File: src/rtl/aes_ctr_pkg.sv
// rtl/aes_ctr_pkg.sv - shared types and constants for the AES-CTR sequencer
package aes_ctr_pkg;

  localparam int BLOCK_W   = 128;
  localparam int CTR_W_DEF = 64;

  typedef enum logic [2:0] {
    IDLE,
    KINIT,
    KWAIT,
    READY,
    GWAIT,
    OUT
  } state_e;

endpackage

File: src/rtl/aes_ctr_sequencer.sv
// rtl/aes_ctr_sequencer.sv - drives a shared AES-128 core to run CTR mode over a block stream
module aes_ctr_sequencer
  import aes_ctr_pkg::*;
#(
  parameter int CTR_W = CTR_W_DEF
) (
  input  logic                     clk_i,
  input  logic                     reset_i,
  input  logic                     cfg_load_i,
  input  logic [BLOCK_W-1:0]       cfg_key_i,
  input  logic [BLOCK_W-CTR_W-1:0] cfg_nonce_i,
  input  logic [CTR_W-1:0]         cfg_ctr_init_i,
  input  logic                     in_valid_i,
  output logic                     in_ready_o,
  input  logic [BLOCK_W-1:0]       in_data_i,
  output logic                     out_valid_o,
  input  logic                     out_ready_i,
  output logic [BLOCK_W-1:0]       out_data_o,
  output logic                     core_init_o,
  output logic                     core_next_o,
  output logic [BLOCK_W-1:0]       core_key_o,
  output logic [BLOCK_W-1:0]       core_block_o,
  input  logic                     core_ready_i,
  input  logic [BLOCK_W-1:0]       core_result_i,
  output logic                     key_valid_o,
  output logic                     busy_o,
  output logic                     ctr_exhausted_o,
  output logic                     cfg_err_o
);

  state_e                   state_q, state_d;
  logic [BLOCK_W-1:0]       key_q, key_d;
  logic [BLOCK_W-CTR_W-1:0] nonce_q, nonce_d;
  logic [CTR_W-1:0]         ctr_q, ctr_d;
  logic [BLOCK_W-1:0]       in_buf_q, in_buf_d;
  logic [BLOCK_W-1:0]       out_data_q, out_data_d;
  logic                     key_valid_q, key_valid_d;
  logic                     exh_q, exh_d;
  logic                     cfg_err_q, cfg_err_d;

  logic                     load_ok;
  logic                     in_ready;
  logic                     core_init;
  logic                     core_next;
  logic [CTR_W:0]           ctr_inc;

  assign ctr_inc  = {1'b0, ctr_q} + {{CTR_W{1'b0}}, 1'b1};
  assign load_ok  = cfg_load_i & ((state_q == IDLE) | (state_q == READY));
  // A simultaneous cfg_load blocks acceptance so the reload always wins.
  assign in_ready = (state_q == READY) & ~exh_q & ~cfg_load_i;

  always_comb begin
    state_d     = state_q;
    key_d       = key_q;
    nonce_d     = nonce_q;
    ctr_d       = ctr_q;
    in_buf_d    = in_buf_q;
    out_data_d  = out_data_q;
    key_valid_d = key_valid_q;
    exh_d       = exh_q;
    cfg_err_d   = cfg_load_i & ~load_ok;
    core_init   = 1'b0;
    core_next   = 1'b0;

    if (load_ok) begin
      key_d       = cfg_key_i;
      nonce_d     = cfg_nonce_i;
      ctr_d       = cfg_ctr_init_i;
      key_valid_d = 1'b0;
      exh_d       = 1'b0;
      state_d     = KINIT;
    end else begin
      case (state_q)
        IDLE: ;
        KINIT: begin
          core_init = 1'b1;
          state_d   = KWAIT;
        end
        KWAIT: begin
          if (core_ready_i) begin
            key_valid_d = 1'b1;
            state_d     = READY;
          end
        end
        READY: begin
          if (in_valid_i && in_ready) begin
            in_buf_d  = in_data_i;
            core_next = 1'b1;
            state_d   = GWAIT;
          end
        end
        GWAIT: begin
          // The counter advances only once the core has consumed the current block.
          if (core_ready_i) begin
            out_data_d = in_buf_q ^ core_result_i;
            ctr_d      = ctr_inc[CTR_W-1:0];
            if (ctr_inc[CTR_W]) begin
              exh_d = 1'b1;
            end
            state_d = OUT;
          end
        end
        OUT: begin
          if (out_ready_i) begin
            state_d = READY;
          end
        end
        default: state_d = IDLE;
      endcase
    end
  end

  always_ff @(posedge clk_i) begin
    if (reset_i) begin
      state_q     <= IDLE;
      key_q       <= '0;
      nonce_q     <= '0;
      ctr_q       <= '0;
      in_buf_q    <= '0;
      out_data_q  <= '0;
      key_valid_q <= 1'b0;
      exh_q       <= 1'b0;
      cfg_err_q   <= 1'b0;
    end else begin
      state_q     <= state_d;
      key_q       <= key_d;
      nonce_q     <= nonce_d;
      ctr_q       <= ctr_d;
      in_buf_q    <= in_buf_d;
      out_data_q  <= out_data_d;
      key_valid_q <= key_valid_d;
      exh_q       <= exh_d;
      cfg_err_q   <= cfg_err_d;
    end
  end

  assign in_ready_o      = in_ready;
  assign out_valid_o     = (state_q == OUT);
  assign out_data_o      = out_data_q;
  assign core_init_o     = core_init;
  assign core_next_o     = core_next;
  assign core_key_o      = key_q;
  assign core_block_o    = {nonce_q, ctr_q};
  assign key_valid_o     = key_valid_q;
  assign busy_o          = (state_q != IDLE) && (state_q != READY);
  assign ctr_exhausted_o = exh_q;
  assign cfg_err_o       = cfg_err_q;

endmodule
File: config.mk
export PLATFORM = sky130hd
export DESIGN_NAME = aes_ctr_sequencer
export DESIGN_NICKNAME = d
export VERILOG_FILES = /design/src/rtl/aes_ctr_pkg.sv /design/src/rtl/aes_ctr_sequencer.sv
export SDC_FILE = /design/constraint.sdc
export NUM_CORES = 1
export LEC_CHECK = 0
export CORE_AREA = 2 2 353 355
export DETAILED_ROUTE_END_ITERATION = 12
export DIE_AREA = 0 0 355 357
export PLACE_DENSITY = 0.52
export SYNTH_ARGS = -nofsm -noshare
export SYNTH_HDL_FRONTEND = slang
export SYNTH_SLANG_ARGS = --single-unit
File: constraint.sdc
create_clock -name clk_i -period 2 [get_ports clk_i]
set_input_delay 0.4 -clock clk_i [delete_from_list [all_inputs] [get_ports clk_i]]
set_output_delay 0.4 -clock clk_i [all_outputs]
set_load 0.05 [all_outputs]
Word level (Yosys, flattened, before mapping)
Index checks and enable logic that the tools add are counted.
Widths: inputs -> output; s select.
{"block": "classes", "n_addsub": 1, "n_eq_ne": 15, "muxes": 14, "n_bitwise": 10, "n_reduce_logical": 14}
{"op": "$mux 64", "n": 3}
{"op": "$xor 128x128->128", "n": 1}
{"op": "$add 64x1->65 const B", "n": 1}
{"op": "$pmux 3 s6", "n": 1}
{"op": "$mux 3", "n": 4}
{"op": "$reduce_and 5->1", "n": 2}
{"op": "$reduce_and 3->1", "n": 3}
{"op": "$eq 3x2->1 const B", "n": 2}
{"op": "$eq 3x3->1 const B", "n": 2}
{"op": "$mux 1", "n": 6}
{"op": "$ne 2x2->1 const B", "n": 3}
{"op": "$ne 3x2->1 const B", "n": 2}
{"op": "$ne 3x3->1 const B", "n": 2}
{"op": "$and 1x1->1", "n": 4}
{"op": "$ne 2x1->1 const B", "n": 2}
{"op": "$not 1->1", "n": 4}
{"op": "$reduce_and 2->1", "n": 2}
{"op": "$reduce_bool 2->1", "n": 2}
{"op": "$eq 3x1->1 const B", "n": 1}
{"op": "$logic_not 3->1", "n": 1}
{"op": "$ne 3x1->1 const B", "n": 1}
{"op": "$reduce_bool 3->1", "n": 1}
{"op": "$logic_and 1x1->1", "n": 2}
{"op": "$reduce_or 2->1", "n": 1}
{"op": "$or 1x1->1", "n": 1}
{"block": "totals", "ff_bits": 518, "in_bits": 518, "output_inout_bits": 392, "elab_cells": 64}

Longest topological paths before layout
Gate-level depths: netlist of run 1.
{"block": "logic_depth", "word_depth": 7, "depth_mapped": 9, "ltp_nobuf": 7}

Worst setup path before layout of run 1
OpenSTA, ideal clock, no wires.
{"block": "synth_timing", "path_type": "reg-to-output", "startpoint": "register exh_q, in the netlist ctr_exhausted_o", "endpoint": "output port core_next_o", "arrival_ns": 3.361, "required_ns": 1.600, "setup_slack_ns": -1.761, "path_stages_with_launch": 5, "path_buffers": 1, "cell_sequence": "dfxtp_1 nor4b_1 nand2_1 inv_2 clkbuf_1"}
{"block": "synth_via", "elab_chain_len": 7}
{"item": "start: declaration", "line_no": "aes_ctr_sequencer.sv:38", "rtl": "logic exh_q, exh_d;"}
{"item": "start signal: assignment", "line_no": "aes_ctr_sequencer.sv:132", "rtl": "exh_q <= exh_d;"}
{"item": "$not 1->1", "line_no": "aes_ctr_sequencer.sv:50", "rtl": "assign in_ready = (state_q == READY) & ~exh_q & ~cfg_load_i;"}
{"item": "$and 1x1->1 (2 in a row)", "line_no": "aes_ctr_sequencer.sv:50"}
{"item": "via in_ready_o", "line_no": "aes_ctr_sequencer.sv:14", "rtl": "output logic in_ready_o,"}
{"item": "$logic_and 1x1->1", "line_no": "aes_ctr_sequencer.sv:86", "rtl": "if (in_valid_i && in_ready) begin"}
{"item": "$mux 1", "line_no": "aes_ctr_sequencer.sv:86"}
{"item": "$mux 1", "line_no": "aes_ctr_sequencer.sv:73", "rtl": "case (state_q)"}
{"item": "$mux 1", "line_no": "aes_ctr_sequencer.sv:65", "rtl": "if (load_ok) begin"}
{"item": "end: declaration", "line_no": "aes_ctr_sequencer.sv:20", "rtl": "output logic core_next_o,"}
The timed path passes the listed nets, and every way through them passes these cells.

Worst setup path in the final report of run 1
{"block": "layout_timing", "startpoint": "register state_q[2]", "endpoint": "output port core_next_o"}
{"block": "layout_via", "elab_chain_len": 7, "elab_cells_between_ends": 10, "cone_classes": "eq/ne: 1; mux: 3; bitwise: 4; reduce/logical: 2"}
{"item": "start: declaration", "line_no": "aes_ctr_sequencer.sv:31", "rtl": "state_e state_q, state_d;"}
{"item": "start signal: assignment", "line_no": "aes_ctr_sequencer.sv:125", "rtl": "state_q <= state_d;"}
{"item": "$eq 3x2->1", "line_no": "aes_ctr_sequencer.sv:48, aes_ctr_sequencer.sv:50, aes_ctr_sequencer.sv:73"}
{"item": "$and 1x1->1 (2 in a row)", "line_no": "aes_ctr_sequencer.sv:50"}
{"item": "$logic_and 1x1->1", "line_no": "aes_ctr_sequencer.sv:86"}
{"item": "$mux 1", "line_no": "aes_ctr_sequencer.sv:86"}
{"item": "$mux 1", "line_no": "aes_ctr_sequencer.sv:73"}
{"item": "$mux 1 *", "line_no": "aes_ctr_sequencer.sv:65"}
Every way passes the cells marked *; elsewhere a longest branch is shown, timed or not.

==> flow_metrics.py, run 1 <==
metrics = {
    "detailed_routing": {
        "drtAntennaViolNets": 0,
        "drt_pass1_iterations": 5,
        "drcViolationCount": 0,
        "wl_per_cell_um": 19.8,
        "viasPerCell": 4.11,
        "vias": 21500,
        "dr.first_iter.drc_count": 1121,
        "drt_wl_total_um": 104000,
    },
    "yosys": {
        "synth_top_area_cell": "dfxtp_1",
        "ys_seq_elements": 518,
        "seq_area_frac_synth_pct": 51.0,
        "synth_warnings": 0,
        "synth_top_area_share_pct": 51.0,
        "syn_inst": 2488,
        "syn-cell-area_um2": 20300,
        "synth.distinct_cells": 53,
        "avgSynthCellArea_um2": 8.17,
        "synth_nets": 3007,
        "synth_area_leaders": "dfxtp_1 (51%), nand2_1 (13%), a21oi_1 (8.7%)",
    },
    "clock_network": {
        "clk_path_buf_depth": 3,
        "htree_levels": 3,
        "clk_pin_slew_ns": 0.06,
        "numCtsBuffers": 69,
        "cts_tree": "built",
        "ctsRootBufferMaster": "clkbuf_16",
        "clock-sinks": 518,
        "clk_latency_ns": 0.63,
    },
    "power_and_ir_drop": {
        "total_leakage_power_nw": 13.8,
        "combPwrFrac_pct": 19.1,
        "power_density_nw_per_um2": 822,
        "internal_power_mw": 20.8,
        "power_mw": 29.5,
        "p_sw_mw": 8.77,
        "p_seq_share_pct": 37.6,
        "power.share.clock_pct": 43.4,
        "ir_worst_vdd_v": 0.000601,
        "p_sw_share_pct": 29.7,
    },
    "sta": {
        "period_share_pct": 114,
        "tightest_slew_ns": 0.597,
        "fmax_mhz": 438,
        "report.final.slew_viol_count": 0,
        "setup_viol": 13,
        "setup_slack_ns": -0.283,
        "layout_min_cycle_time_ns": 2.28,
        "grt_setup_unrepaired": "yes",
        "finalClockSkew_ns": 0.0378,
        "max_slew_margin_pct": 60.2,
        "hold_viol": 0,
    },
    "run_status": {
        "violations": "negative setup slack",
        "status": "finished with violations",
    },
    "floorplan": {
        "initial_core_util_pct": 16.5,
        "dieHeight_um": 357,
        "io_pins": 910,
        "dieArea_um2": 127000,
        "coreArea_um2": 123000,
        "num_rows": 129,
        "die_x_um": 355,
    },
    "final_layout": {
        "layout_common_cells": "nand2_1 (694), clkdlybuf4s50_1 (516), dfxtp_1 (462)",
        "nFillCells": 13200,
        "multi_input_area_um2": 9860,
        "final_common_cell": "nand2_1",
        "syn_to_final_growth_pct": 76.7,
        "register_area_um2": 10500,
        "drive_gt1_share_pct": 20.1,
        "fin_nets": 4059,
        "postLayoutCellArea_um2": 35900,
    },
    "global_routing": {
        "grt_max_degree": 73,
        "grt_pass1_vias": 20700,
        "grt_remaining_overflow": 0,
        "antenna_found_initial": 11,
        "grt_use_total_pct": 15.2,
        "grt_pass1_wl_um": 143000,
    },
    "min_path": {
        "min-delay-path-class": "input pin to flip-flop",
    },
    "placed_design": {
        "place.gp.congestion": 0.896,
        "dp_hpwl_um": 79700,
        "io_buffers": 909,
        "dpl-instance-area_um2": 32600,
    },
    "flow_run": {
        "cap_viol_max_count": 0,
    },
    "worst_setup_path": {
        "critPathKind": "flip-flop to primary output",
        "r2r_slack_ns": -0.08,
        "critPathCaptureType": "primary output",
        "arrival_ns": 1.88,
        "path_max_fanout": 2,
        "crit_path_start_kind": "flip-flop",
        "required_ns": 1.60,
    },
}
synth_stat cells, drive strengths merged:
cell / count
nor4b: 1
o311ai: 2
o21ai: 21
xor2: 6
ha: 1
nor2: 179
or3: 5
nor2b: 2
o22ai: 9
nand3b: 1
dfxtp: 518
inv: 9
a211o: 1
mux2i: 2
o211ai: 4
or2: 2
a41o: 1
nand4b: 1
o21a: 2
a211oi: 149
a21oi: 353
a22oi: 8
nand4: 22
mux2: 2
or4: 3
a21o: 1
buf: 28
or4b: 1
a31oi: 19
a221oi: 4
xnor2: 152
nand2b: 2
nor3: 31
nand2: 700
and3: 19
and4: 7
o31a: 8
clkbuf: 154
nand3: 35
nor4: 18
and2: 5
final cells by class:
type / count / area share (%)
repair buffers: 1163 / 30.9
flip-flops and latches: 518 / 29.2
multi-input cells: 1779 / 27.4
well taps: 1637 / 5.70
clock buffers: 97 / 5.61
clock inverters: 24 / 0.898
inverters: 9 / 0.115
diodes: 9 / 0.0627
metrics by stage:
| step | hold slack [ns] | setup TNS, ns | instances | utilization [%] | setup WS [ns] |
|---|---|---|---|---|---|
| after floorplan | 0.449 | -0.209 | 2488 | - | -0.0568 |
| after global placement | 0.441 | -140.27 | 5068 | 26.5 | -0.603 |
| after detailed placement | 0.446 | -144.31 | 5068 | 26.5 | -0.592 |
| after CTS | 0.252 | -1.00 | 5199 | 28.4 | -0.385 |
| after global routing | 0.278 | -3.89 | 5233 | 29.2 | -0.393 |
| final | 0.317 | -1.03 | 5236 | 29.2 | -0.283 |
critical path, stage by stage, from the launching register on:
cell,delay [ns]
dfxtp_2,0.33
nand2b_4,0.15
nor4b_4,0.33
nand2_4,0.11
inv_4,0.08
buf_12,0.12
buf_12,0.13
worst paths after layout:
check	endpoint	startpoint	cells past startpoint
min reg2reg	core_key_o[72]$_SDFFE_PP0P_	core_key_o[72]$_SDFFE_PP0P_	2
min	core_key_o[22]$_SDFFE_PP0P_	cfg_key_i[22]	3
max reg2reg	ctr_q[26]$_SDFFE_PP0P_	state_q[2]$_SDFFE_PP0P_	11
max	core_next_o	state_q[2]$_SDFFE_PP0P_	6
registers in the layout, indices dropped and copies added, names as in the netlist:
register and flops:
cfg_err_o 1, nonce_q 64, out_data_o 128, key_valid_o 1
in_buf_q 128, state_q 3, ctr_exhausted_o 1, core_key_o 128
ctr_q 64
cells by family after synthesis:
| group | count (synthesis) | share of synthesized area (%) |
|---|---|---|
| xor+xnor | 158 | 6.81 |
| buf+inv | 191 | 3.61 |
| mux | 4 | 0.209 |
| compound gates | 582 | 16.9 |
| fa+ha+maj | 1 | 0.0615 |
| simple gates | 1034 | 21.4 |
| flops | 518 | 51.0 |
repair_timing:
item,in CTS,in global routing
buffers inserted,9,24
gates resized for setup,253,142
pin swaps,11,53
gates cloned,1,6
setup endpoints to repair,325,148
hold buffers,1,0
endpoints found under the hold margin,6,0
layer usage:
metal | up-vias | wire length, µm | GRT usage, %
met5 | - | 16 | 0
met3 | 143 | 7450 | 4.33
met1 | 10100 | 42700 | 18.2
met2 | 756 | 50100 | 25.9
li1 | 10500 | - | -
met4 | 2 | 3380 | 5.38
power groups by stage:
stage,clock [mW],sequential (mW),combinational [mW]
global route,13.6,11.1,5.96
floorplan,0,12.8,1.24
finish,12.8,11.1,5.63
CTS,13.3,11.1,5.61
global placement,0,11.3,5.73
detailed placement,0,11.3,5.73
Power figures use the tool's default switching activity.
==> run 2, diff against run 1 <==
- CTS_CLUSTER_DIAMETER: not set -> 30
- SLEW_MARGIN: not set -> 10
==> run 2 against run 1 <==
The flow still finishes with violations (negative setup slack). Combinational power grew 7.3%. Sequential share of layout area down 3.2 points. Sequential power hardly changed. Power increased by 46%. Critical path depth unchanged. Design area grew 12%. Clock power up 100%. Worst setup slack got worse by 0.092 ns. Non-clock buffer count rose by 17. Clock skew grew 0.016 ns. First-iteration DRC count down 7.0%. Highest routed layer unchanged.
==> flow_metrics.py, run 2 (synthesis results as in run 1) <==
metrics = {
    "floorplan": {
        "coreArea_um2": 123000,
        "num_rows": 129,
        "die_x_um": 355,
        "initial_core_util_pct": 16.5,
        "dieHeight_um": 357,
        "dieArea_um2": 127000,
        "io_pins": 910,
    },
    "flow_run": {
        "cap_viol_max_count": 0,
    },
    "final_layout": {
        "final_common_cell": "nand2_1",
        "layout_common_cells": "nand2_1 (682), clkdlybuf4s50_1 (516), dfxtp_1 (460)",
        "nFillCells": 12700,
        "register_area_um2": 10500,
        "syn_to_final_growth_pct": 98.2,
        "post-route-util_pct": 32.8,
        "multi_input_area_um2": 10000,
        "drive_gt1_share_pct": 30.2,
        "fin_nets": 4161,
    },
    "clock_network": {
        "clk_path_buf_depth": 3,
        "htree_levels": 4,
        "clk_latency_ns": 0.73,
        "ctsRootBufferMaster": "clkbuf_16",
        "clock-sinks": 518,
        "clk_pin_slew_ns": 0.04,
        "numCtsBuffers": 154,
        "cts_tree": "built",
    },
    "placed_design": {
        "place_ws_ns": -0.592,
        "dp_hpwl_um": 79700,
        "place.gp.congestion": 0.896,
        "io_buffers": 909,
    },
    "power_and_ir_drop": {
        "p_sw_share_pct": 26.2,
        "combPwrFrac_pct": 14.0,
        "power.share.clock_pct": 60.0,
        "power_density_nw_per_um2": 1070,
        "p_seq_share_pct": 26.0,
        "total_leakage_power_nw": 14.9,
        "p_sw_mw": 11.3,
        "internal_power_mw": 31.7,
        "ir_worst_vdd_v": 0.000854,
    },
    "detailed_routing": {
        "drtAntennaViolNets": 0,
        "drt_pass1_iterations": 5,
        "viasPerCell": 4.12,
        "wl_per_cell_um": 19.8,
        "drcViolationCount": 0,
        "drt_wl_total_um": 107000,
        "dr.first_iter.drc_count": 1042,
        "vias": 22300,
    },
    "global_routing": {
        "antenna_found_initial": 11,
        "grt_pass1_vias": 21700,
        "grt_max_degree": 73,
        "grt_use_total_pct": 15.6,
        "grt_remaining_overflow": 0,
        "grt_pass1_wl_um": 146000,
    },
    "sta": {
        "layout_min_cycle_time_ns": 2.37,
        "grt_setup_unrepaired": "yes",
        "period_share_pct": 119,
        "fmax_mhz": 421,
        "finalClockSkew_ns": 0.0542,
        "report.final.slew_viol_count": 0,
        "setup_viol": 19,
        "setup_slack_ns": -0.375,
        "whs_ns": 0.215,
        "hold_viol": 0,
        "max_slew_margin_pct": 60.8,
        "tightest_slew_ns": 0.588,
    },
    "worst_setup_path": {
        "r2r-end": "ctr_q[54]$_SDFFE_PP0P_",
        "crit_path_start_kind": "flip-flop",
        "path_max_fanout": 2,
        "required_ns": 1.60,
        "rr_worst_depth": 6,
        "r2r_start": "ctr_q[17]$_SDFFE_PP0P_",
        "critPathKind": "flip-flop to primary output",
        "critPathCaptureType": "primary output",
        "r2r_slack_ns": -0.11,
        "arrival_ns": 1.97,
    },
    "min_path": {
        "whs_path_depth": 3,
        "holdCritStartpoint": "cfg_key_i[72]",
        "min_to": "core_key_o[72]$_SDFFE_PP0P_",
        "min-delay-path-class": "input pin to flip-flop",
    },
    "run_status": {
        "violations": "negative setup slack",
        "status": "finished with violations",
    },
}
## run 2: cell types whose count changed in the layout (fill, tap and decap cells not counted), sizes merged, moves of 9 or more
cell,before,now
bufinv,5,23
dlygate4sd2,191,0
clkinv,16,41
clkbuf,103,225
clkdlybuf4s15,15,203
buf,433,442
## run 2: area by class of cell
type,count,area share (%)
Timing Repair Buffer,1180,29.9
Sequential cell,518,26.1
Multi-Input combinational cell,1779,24.9
Clock buffer,208,11.0
Tap cell,1637,5.08
Clock inverter,71,2.84
Inverter,9,0.102
Antenna cell,11,0.0683
## run 2: timing repair
action | CTS | global route
setup buffers | 9 | 29
endpoints found under the setup margin | 329 | 196
pin swaps | 9 | 52
gates resized for setup | 654 | 228
cloned | 1 | 17
hold buffers | 1 | 0
endpoints found under the hold margin | 6 | 0
## run 2: worst max-delay path: stages, from the launching register on
cell and delay [ns]:
dfxtp_2 0.32, nand2b_4 0.15, nor4b_4 0.33, nand2_4 0.11, inv_4 0.08, buf_12 0.12
buf_12 0.13
## run 2: layer usage
layer	vias up	GRT usage, %	share of wire [%]
li1	10800	-	-
met1	10400	18.2	40
met2	894	26.1	49
met3	193	5.25	7.7
met4	2	6.20	3.4
met5	-	0	0.015
## run 2: power by group through the flow
stage / sequential (mW) / clock (mW) / combinational, mW
after floorplan: 12.8 / 0 / 1.24
after global placement: 11.3 / 0 / 5.73
after detailed placement: 11.3 / 0 / 5.73
after CTS: 11.1 / 26.3 / 5.71
after global routing: 11.2 / 26.9 / 6.36
final: 11.2 / 25.8 / 6.04
## run 2: worst max-delay path by stage
stage	startpoint	to	slack, ns	cells past startpoint
after floorplan	state_q[2]$_SDFFE_PP0P_	core_next_o	-0.06	5
after global placement	core_ready_i	out_data_o[68]$_SDFFE_PP0P_	-0.60	8
after detailed placement	core_ready_i	out_data_o[68]$_SDFFE_PP0P_	-0.59	8
after CTS	state_q[2]$_SDFFE_PP0P_	core_next_o	-0.50	6
after global routing	state_q[2]$_SDFFE_PP0P_	core_next_o	-0.52	6
final	state_q[2]$_SDFFE_PP0P_	core_next_o	-0.37	6
## run 2: stage by stage
step	std cells	cell area [µm²]	power [mW]	TNS, ns
finish	5413	40300	43.0	-1.60
global route	5408	40300	44.5	-6.53
floorplan	2488	20500	14.0	-0.209
CTS	5357	38600	43.1	-1.81
detailed placement	5068	32600	17.0	-144.31
global placement	5068	32600	17.0	-140.27
